## config.mk

```make
export PLATFORM = sky130hd
export DESIGN_NAME = mem_arbiter
export DESIGN_NICKNAME = d
export VERILOG_FILES = /design/src/rtl/mem_arbiter.sv
export SDC_FILE = /design/constraint.sdc
export NUM_CORES = 1
export LEC_CHECK = 0
export CAP_MARGIN = 25
export CORE_ASPECT_RATIO = 0.9
export CORE_MARGIN = 3
export CORE_UTILIZATION = 40
export DETAILED_ROUTE_END_ITERATION = 6
export PLACE_DENSITY = 0.9
export SLEW_MARGIN = 20
export SYNTH_ARGS = -nofsm -noshare
export SYNTH_HDL_FRONTEND = slang
export SYNTH_SLANG_ARGS = --single-unit
export TNS_END_PERCENT = 10
```

## constraint.sdc

```tcl
create_clock -name clk -period 6.5 [get_ports clk]
set_input_delay 1.3 -clock clk [delete_from_list [all_inputs] [get_ports clk]]
set_output_delay 1.3 -clock clk [all_outputs]
set_load 0.03 [all_outputs]
```

## src/rtl/mem_arbiter.sv

```systemverilog
// mem_arbiter: arbitrates a fetch port and a load/store port onto one memory port.
// Data wins by default; a pending fetch wins after STARVE_MAX consecutive data grants.
// Define MEM_ARB_TIMEOUT_EN to abort a BUSY transaction after 255 cycles with err and 32'hDEADBEEF.
module mem_arbiter #(
  parameter int AW = 32,
  parameter int DW = 32,
  parameter int STARVE_MAX = 3
) (
  input  logic          clk,
  input  logic          rst,
  input  logic          if_req,
  input  logic [AW-1:0] if_addr,
  output logic [DW-1:0] if_rdata,
  output logic          if_ack,
  input  logic          d_req,
  input  logic          d_we,
  input  logic [AW-1:0] d_addr,
  input  logic [DW-1:0] d_wdata,
  output logic [DW-1:0] d_rdata,
  output logic          d_ack,
  output logic          mem_req,
  output logic          mem_we,
  output logic [AW-1:0] mem_addr,
  output logic [DW-1:0] mem_wdata,
  input  logic [DW-1:0] mem_rdata,
  input  logic          mem_ack,
  output logic          err
);
  localparam int SW = (STARVE_MAX < 1) ? 1 : $clog2(STARVE_MAX + 1);
  localparam logic [SW-1:0] SMAX = SW'(STARVE_MAX);
  typedef enum logic [1:0] {IDLE, BUSY, DONE} state_t;
  state_t state_q, state_d;
  logic owner_q, owner_d;
  logic [SW-1:0] starve_q, starve_d;
  logic mem_req_q, mem_req_d;
  logic mem_we_q, mem_we_d;
  logic [AW-1:0] mem_addr_q, mem_addr_d;
  logic [DW-1:0] mem_wdata_q, mem_wdata_d;
  logic if_ack_q, if_ack_d;
  logic d_ack_q, d_ack_d;
  logic [DW-1:0] if_rdata_q, if_rdata_d;
  logic [DW-1:0] d_rdata_q, d_rdata_d;
  logic [DW-1:0] rdata_in;
  logic d_win;
  logic timeout;
`ifdef MEM_ARB_TIMEOUT_EN
  logic [7:0] wait_q, wait_d;
  logic err_q, err_d;
  assign err = err_q;
`else
  assign err = 1'b0;
`endif
  assign mem_req = mem_req_q;
  assign mem_we = mem_we_q;
  assign mem_addr = mem_addr_q;
  assign mem_wdata = mem_wdata_q;
  assign if_ack = if_ack_q;
  assign d_ack = d_ack_q;
  assign if_rdata = if_rdata_q;
  assign d_rdata = d_rdata_q;
  // next-state: arbitrate in IDLE, hold the bus in BUSY, single-cycle ack in DONE
  always_comb begin
    state_d = state_q;
    owner_d = owner_q;
    starve_d = starve_q;
    mem_req_d = mem_req_q;
    mem_we_d = mem_we_q;
    mem_addr_d = mem_addr_q;
    mem_wdata_d = mem_wdata_q;
    if_rdata_d = if_rdata_q;
    d_rdata_d = d_rdata_q;
    if_ack_d = 1'b0;
    d_ack_d = 1'b0;
    d_win = d_req && !(if_req && starve_q == SMAX);
`ifdef MEM_ARB_TIMEOUT_EN
    wait_d = (state_q == BUSY) ? wait_q + 8'd1 : 8'd0;
    timeout = state_q == BUSY && !mem_ack && wait_q == 8'hFF;
    err_d = timeout;
    rdata_in = timeout ? DW'(32'hDEADBEEF) : mem_rdata;
`else
    timeout = 1'b0;
    rdata_in = mem_rdata;
`endif
    case (state_q)
      IDLE: if (d_req || if_req) begin
        state_d = BUSY;
        owner_d = d_win;
        mem_req_d = 1'b1;
        mem_we_d = d_win && d_we;
        mem_addr_d = d_win ? d_addr : if_addr;
        mem_wdata_d = d_win ? d_wdata : '0;
        starve_d = !d_win ? '0 : (if_req && starve_q != SMAX) ? starve_q + 1'b1 : starve_q;
      end
      BUSY: if (mem_ack || timeout) begin
        state_d = DONE;
        mem_req_d = 1'b0;
        if_ack_d = !owner_q;
        d_ack_d = owner_q;
        if_rdata_d = owner_q ? if_rdata_q : rdata_in;
        d_rdata_d = owner_q ? rdata_in : d_rdata_q;
      end
      default: state_d = IDLE;
    endcase
  end
  // state and output registers, cleared asynchronously so a reset abandons any transfer
  always_ff @(posedge clk or posedge rst) begin
    if (rst) begin
      state_q <= IDLE;
      owner_q <= 1'b0;
      starve_q <= '0;
      mem_req_q <= 1'b0;
      mem_we_q <= 1'b0;
      mem_addr_q <= '0;
      mem_wdata_q <= '0;
      if_ack_q <= 1'b0;
      d_ack_q <= 1'b0;
      if_rdata_q <= '0;
      d_rdata_q <= '0;
`ifdef MEM_ARB_TIMEOUT_EN
      wait_q <= '0;
      err_q <= 1'b0;
`endif
    end else begin
      state_q <= state_d;
      owner_q <= owner_d;
      starve_q <= starve_d;
      mem_req_q <= mem_req_d;
      mem_we_q <= mem_we_d;
      mem_addr_q <= mem_addr_d;
      mem_wdata_q <= mem_wdata_d;
      if_ack_q <= if_ack_d;
      d_ack_q <= d_ack_d;
      if_rdata_q <= if_rdata_d;
      d_rdata_q <= d_rdata_d;
`ifdef MEM_ARB_TIMEOUT_EN
      wait_q <= wait_d;
      err_q <= err_d;
`endif
    end
  end
endmodule

```

==> flow_metrics.tcl <==
set metrics [dict create \
    antenna_found_initial 0 \
    diodes 0 \
    worst_ep_arrival_time_ns 3.28 \
    drc 0 \
    critPathKind "in2reg" \
    setup_viol 0 \
    drive_gt1_share_pct 22.7 \
    yosysUniqueCellTypes 22 \
    fin_crit_sh_pct 45.2 \
    yosys_most_used_dff "dfrtp_1" \
    ys_seq_area_share_pct 63.2 \
    cellInternalPower_mw 3.13 \
    cts_buffer_depth 2 \
    die_area_um2 15000 \
    hp-class "reg2reg" \
    holdPathEnd "mem_req$_DFFE_PP0P_" \
    clk_pin_slew_ns 0.06 \
    grt-ovfl-total 0 \
    switching_share_pct 37.9 \
    reg2reg_to "mem_wdata[3]$_DFFE_PP0P_" \
    synthToLayoutAreaGrowth_pct 64.3 \
    period_needed_ns 2.94 \
    pwr-share-clk_pct 21.2 \
    hold_start "mem_req$_DFFE_PP0P_" \
    insertion_delay_ns 0.41 \
    synth-seq-cells 137 \
    viasPerCell 5.00 \
    cp.required_ns 6.84 \
    grt_pass1_vias 4323 \
    cts.hold.buffers_added 0 \
    start_kind "primary input" \
    clock_sinks 137 \
    min_delay_path_depth 2 \
    post_cts_resized 0 \
    drt_wl_total_mm 15.2 \
    p_leak_nw 3.77 \
    place_hpwl_mm 11.1 \
    syn-cell-area_um2 5420 \
    pin_count 267 \
    peakVddDrop_v 0.000400 \
    max_slew_margin_pct 48.9 \
    worstReg2RegStart "starve_q[0]$_DFFE_PP0P_" \
    start_util_pct 41.8 \
    maxCapViolCount 0 \
    r2r_slack_ns 4.43 \
    synth_edf_count 0 \
    cts_setup_buffers 0 \
    rsz0062_at_grt "false" \
    place_inst 753 \
    slowest_delay_ns 0.53 \
    rows 39 \
    syn-num-nets 475 \
    rr_worst_depth 6 \
    p_sw_mw 1.91 \
    die_x_um 129 \
    track_usage_pct 20.5 \
    synthArstFlopShare_pct 100 \
    cts_tree "built" \
    num_vias 3927 \
    globalplace.congestion 0.756 \
    h-tree-depth 4 \
    path_max_fanout 34 \
    nets 744 \
    tightest_slew_ns 0.767 \
    cts_buffers 17 \
    avgSynthCellArea_um2 15.9 \
    critPathSlowestCell "clkdlybuf4s50_1" \
    drt-pass1-iter-count 5 \
    tns_ns 0 \
    pwr-share-comb_pct 49.0 \
    core_area_um2 13000 \
    hold_violations 0 \
    instances_no_fill 786 \
    grt_max_degree 85 \
    ys_warn_count 0 \
    wl_per_cell_um 19.3 \
    ant_nets 0 \
    p_per_area_nw_per_um2 566 \
    skew_ns 0.00532 \
    drt_iter0_markers 106 \
    portBuffers 265 \
    max_freq_mhz 340 \
    grt_pass1_wl_mm 23.3 \
    postSynthCellCount 340 \
    status "completed" \
    seq_power_share_pct 29.8 \
    drv_slew 0 \
    cp-end-kind "flop" \
    die_y_um 116 \
    root_buffer "clkbuf_16" \
    cp_cell_sequence "clkdlybuf4s50_1 -> a21bo_1 -> buf_4 -> nor3_4 -> buf_8 -> a22o_1" \
]
cell usage in the layout (no fill, tap or decap), drive strengths merged, types with 3 or more instances in the layout:
cell type      instances
buf                    6
dfrtp                137
nor2                   3
mux2                 129
clkbuf                22
nand2                  3
clkdlybuf4s50        265
inv                    5
a22o                  34
bufinv                 5
critical path, delay by kind of cell:
| family | cells | cell delay (ns) |
|---|---|---|
| and+or+nand+nor | 1 | 0.53 |
| buffers and inverters | 3 | 1.06 |
| AOI/OAI and AO/OA | 2 | 0.38 |
how the worst max path moves through the flow:
stage               startpoint                         to  slack, ns  cells past startpoint
floorplan                  rst            d_ack$_DFF_PP0_       1.53                      1
global placement         d_req  mem_wdata[22]$_DFFE_PP0P_       2.87                      5
detailed placement       d_req  mem_wdata[15]$_DFFE_PP0P_       3.11                      6
CTS                      d_req  mem_wdata[16]$_DFFE_PP0P_       3.54                      6
global route             d_req  mem_wdata[16]$_DFFE_PP0P_       3.43                      6
finish                   d_req   mem_wdata[3]$_DFFE_PP0P_       3.56                      6
synth_stat cells, drive strengths merged, types with 2 or more instances:
library cell  instances  share of area, %
mux2                129                27
inv                   3              0.21
a22o                 34               5.5
nand2                 3              0.21
dfrtp               137                63
buf                  20               2.4
o21ai                 2              0.18
nor2                  3              0.25
area by class of cell:
type,instances,area (um^2)
Tap cell,164,205
Clock inverter,10,188
Fill cell,853,4070
Sequential cell,137,3430
Inverter,3,16.3
Multi-Input combinational cell,179,1870
Timing Repair Buffer,271,2730
Clock buffer,22,474
sequential cells by signal (all words and copies together), names as in the netlist:
name,cells
d_ack,1
d_rdata,32
if_ack,1
if_rdata,32
mem_addr,32
mem_req,1
mem_wdata,32
mem_we,1
owner_q,1
starve_q,2
state_q,2
cell families after synthesis:
| group | synth area share [%] |
|---|---|
| AO/OA/AOI/OAI | 6.00 |
| adder cells (fa/ha/maj) | 0.231 |
| buffers and inverters | 2.63 |
| flip-flops | 63.2 |
| multiplexers | 26.8 |
| other | 0.0692 |
| AND/OR/NAND/NOR | 1.06 |
power groups by stage:
| stage | logic [mW] | registers (mW) | clock network [mW] |
|---|---|---|---|
| 5_1_grt | 2.59 | 1.56 | 1.13 |
| 3_5_place_dp | 2.48 | 1.51 | 0 |
| 3_3_place_gp | 2.42 | 1.48 | 0 |
| 2_1_floorplan | 0.621 | 2.27 | 0 |
| 4_1_cts | 2.49 | 1.51 | 1.09 |
| 6_report | 2.47 | 1.50 | 1.07 |
layer usage:
layer / vias up / share of wire [%] / track usage, %
met2: 198 / 49 / 33.9
met1: 1941 / 36 / 22.3
met5: - / 0 / 0
li1: 1770 / - / -
met3: 18 / 13 / 10.7
met4: 0 / 1.7 / 8.33
through the flow:
| stage | total power, mW | setup WS, ns | hold slack (ns) | area, um^2 | utilization, % |
|---|---|---|---|---|---|
| finish | 5.04 | 3.56 | 0.487 | 8910 | 68.7 |
| global route | 5.27 | 3.43 | 0.493 | 8910 | 68.7 |
| CTS | 5.09 | 3.54 | 0.486 | 8880 | 68.4 |
| detailed placement | 3.99 | 3.11 | 0.470 | 8220 | 63.3 |
| global placement | 3.90 | 2.87 | 0.464 | 8210 | 63.2 |
| floorplan | 2.89 | 1.53 | 0.477 | 5420 | - |
Note: power is estimated with default switching activity, not from simulation.
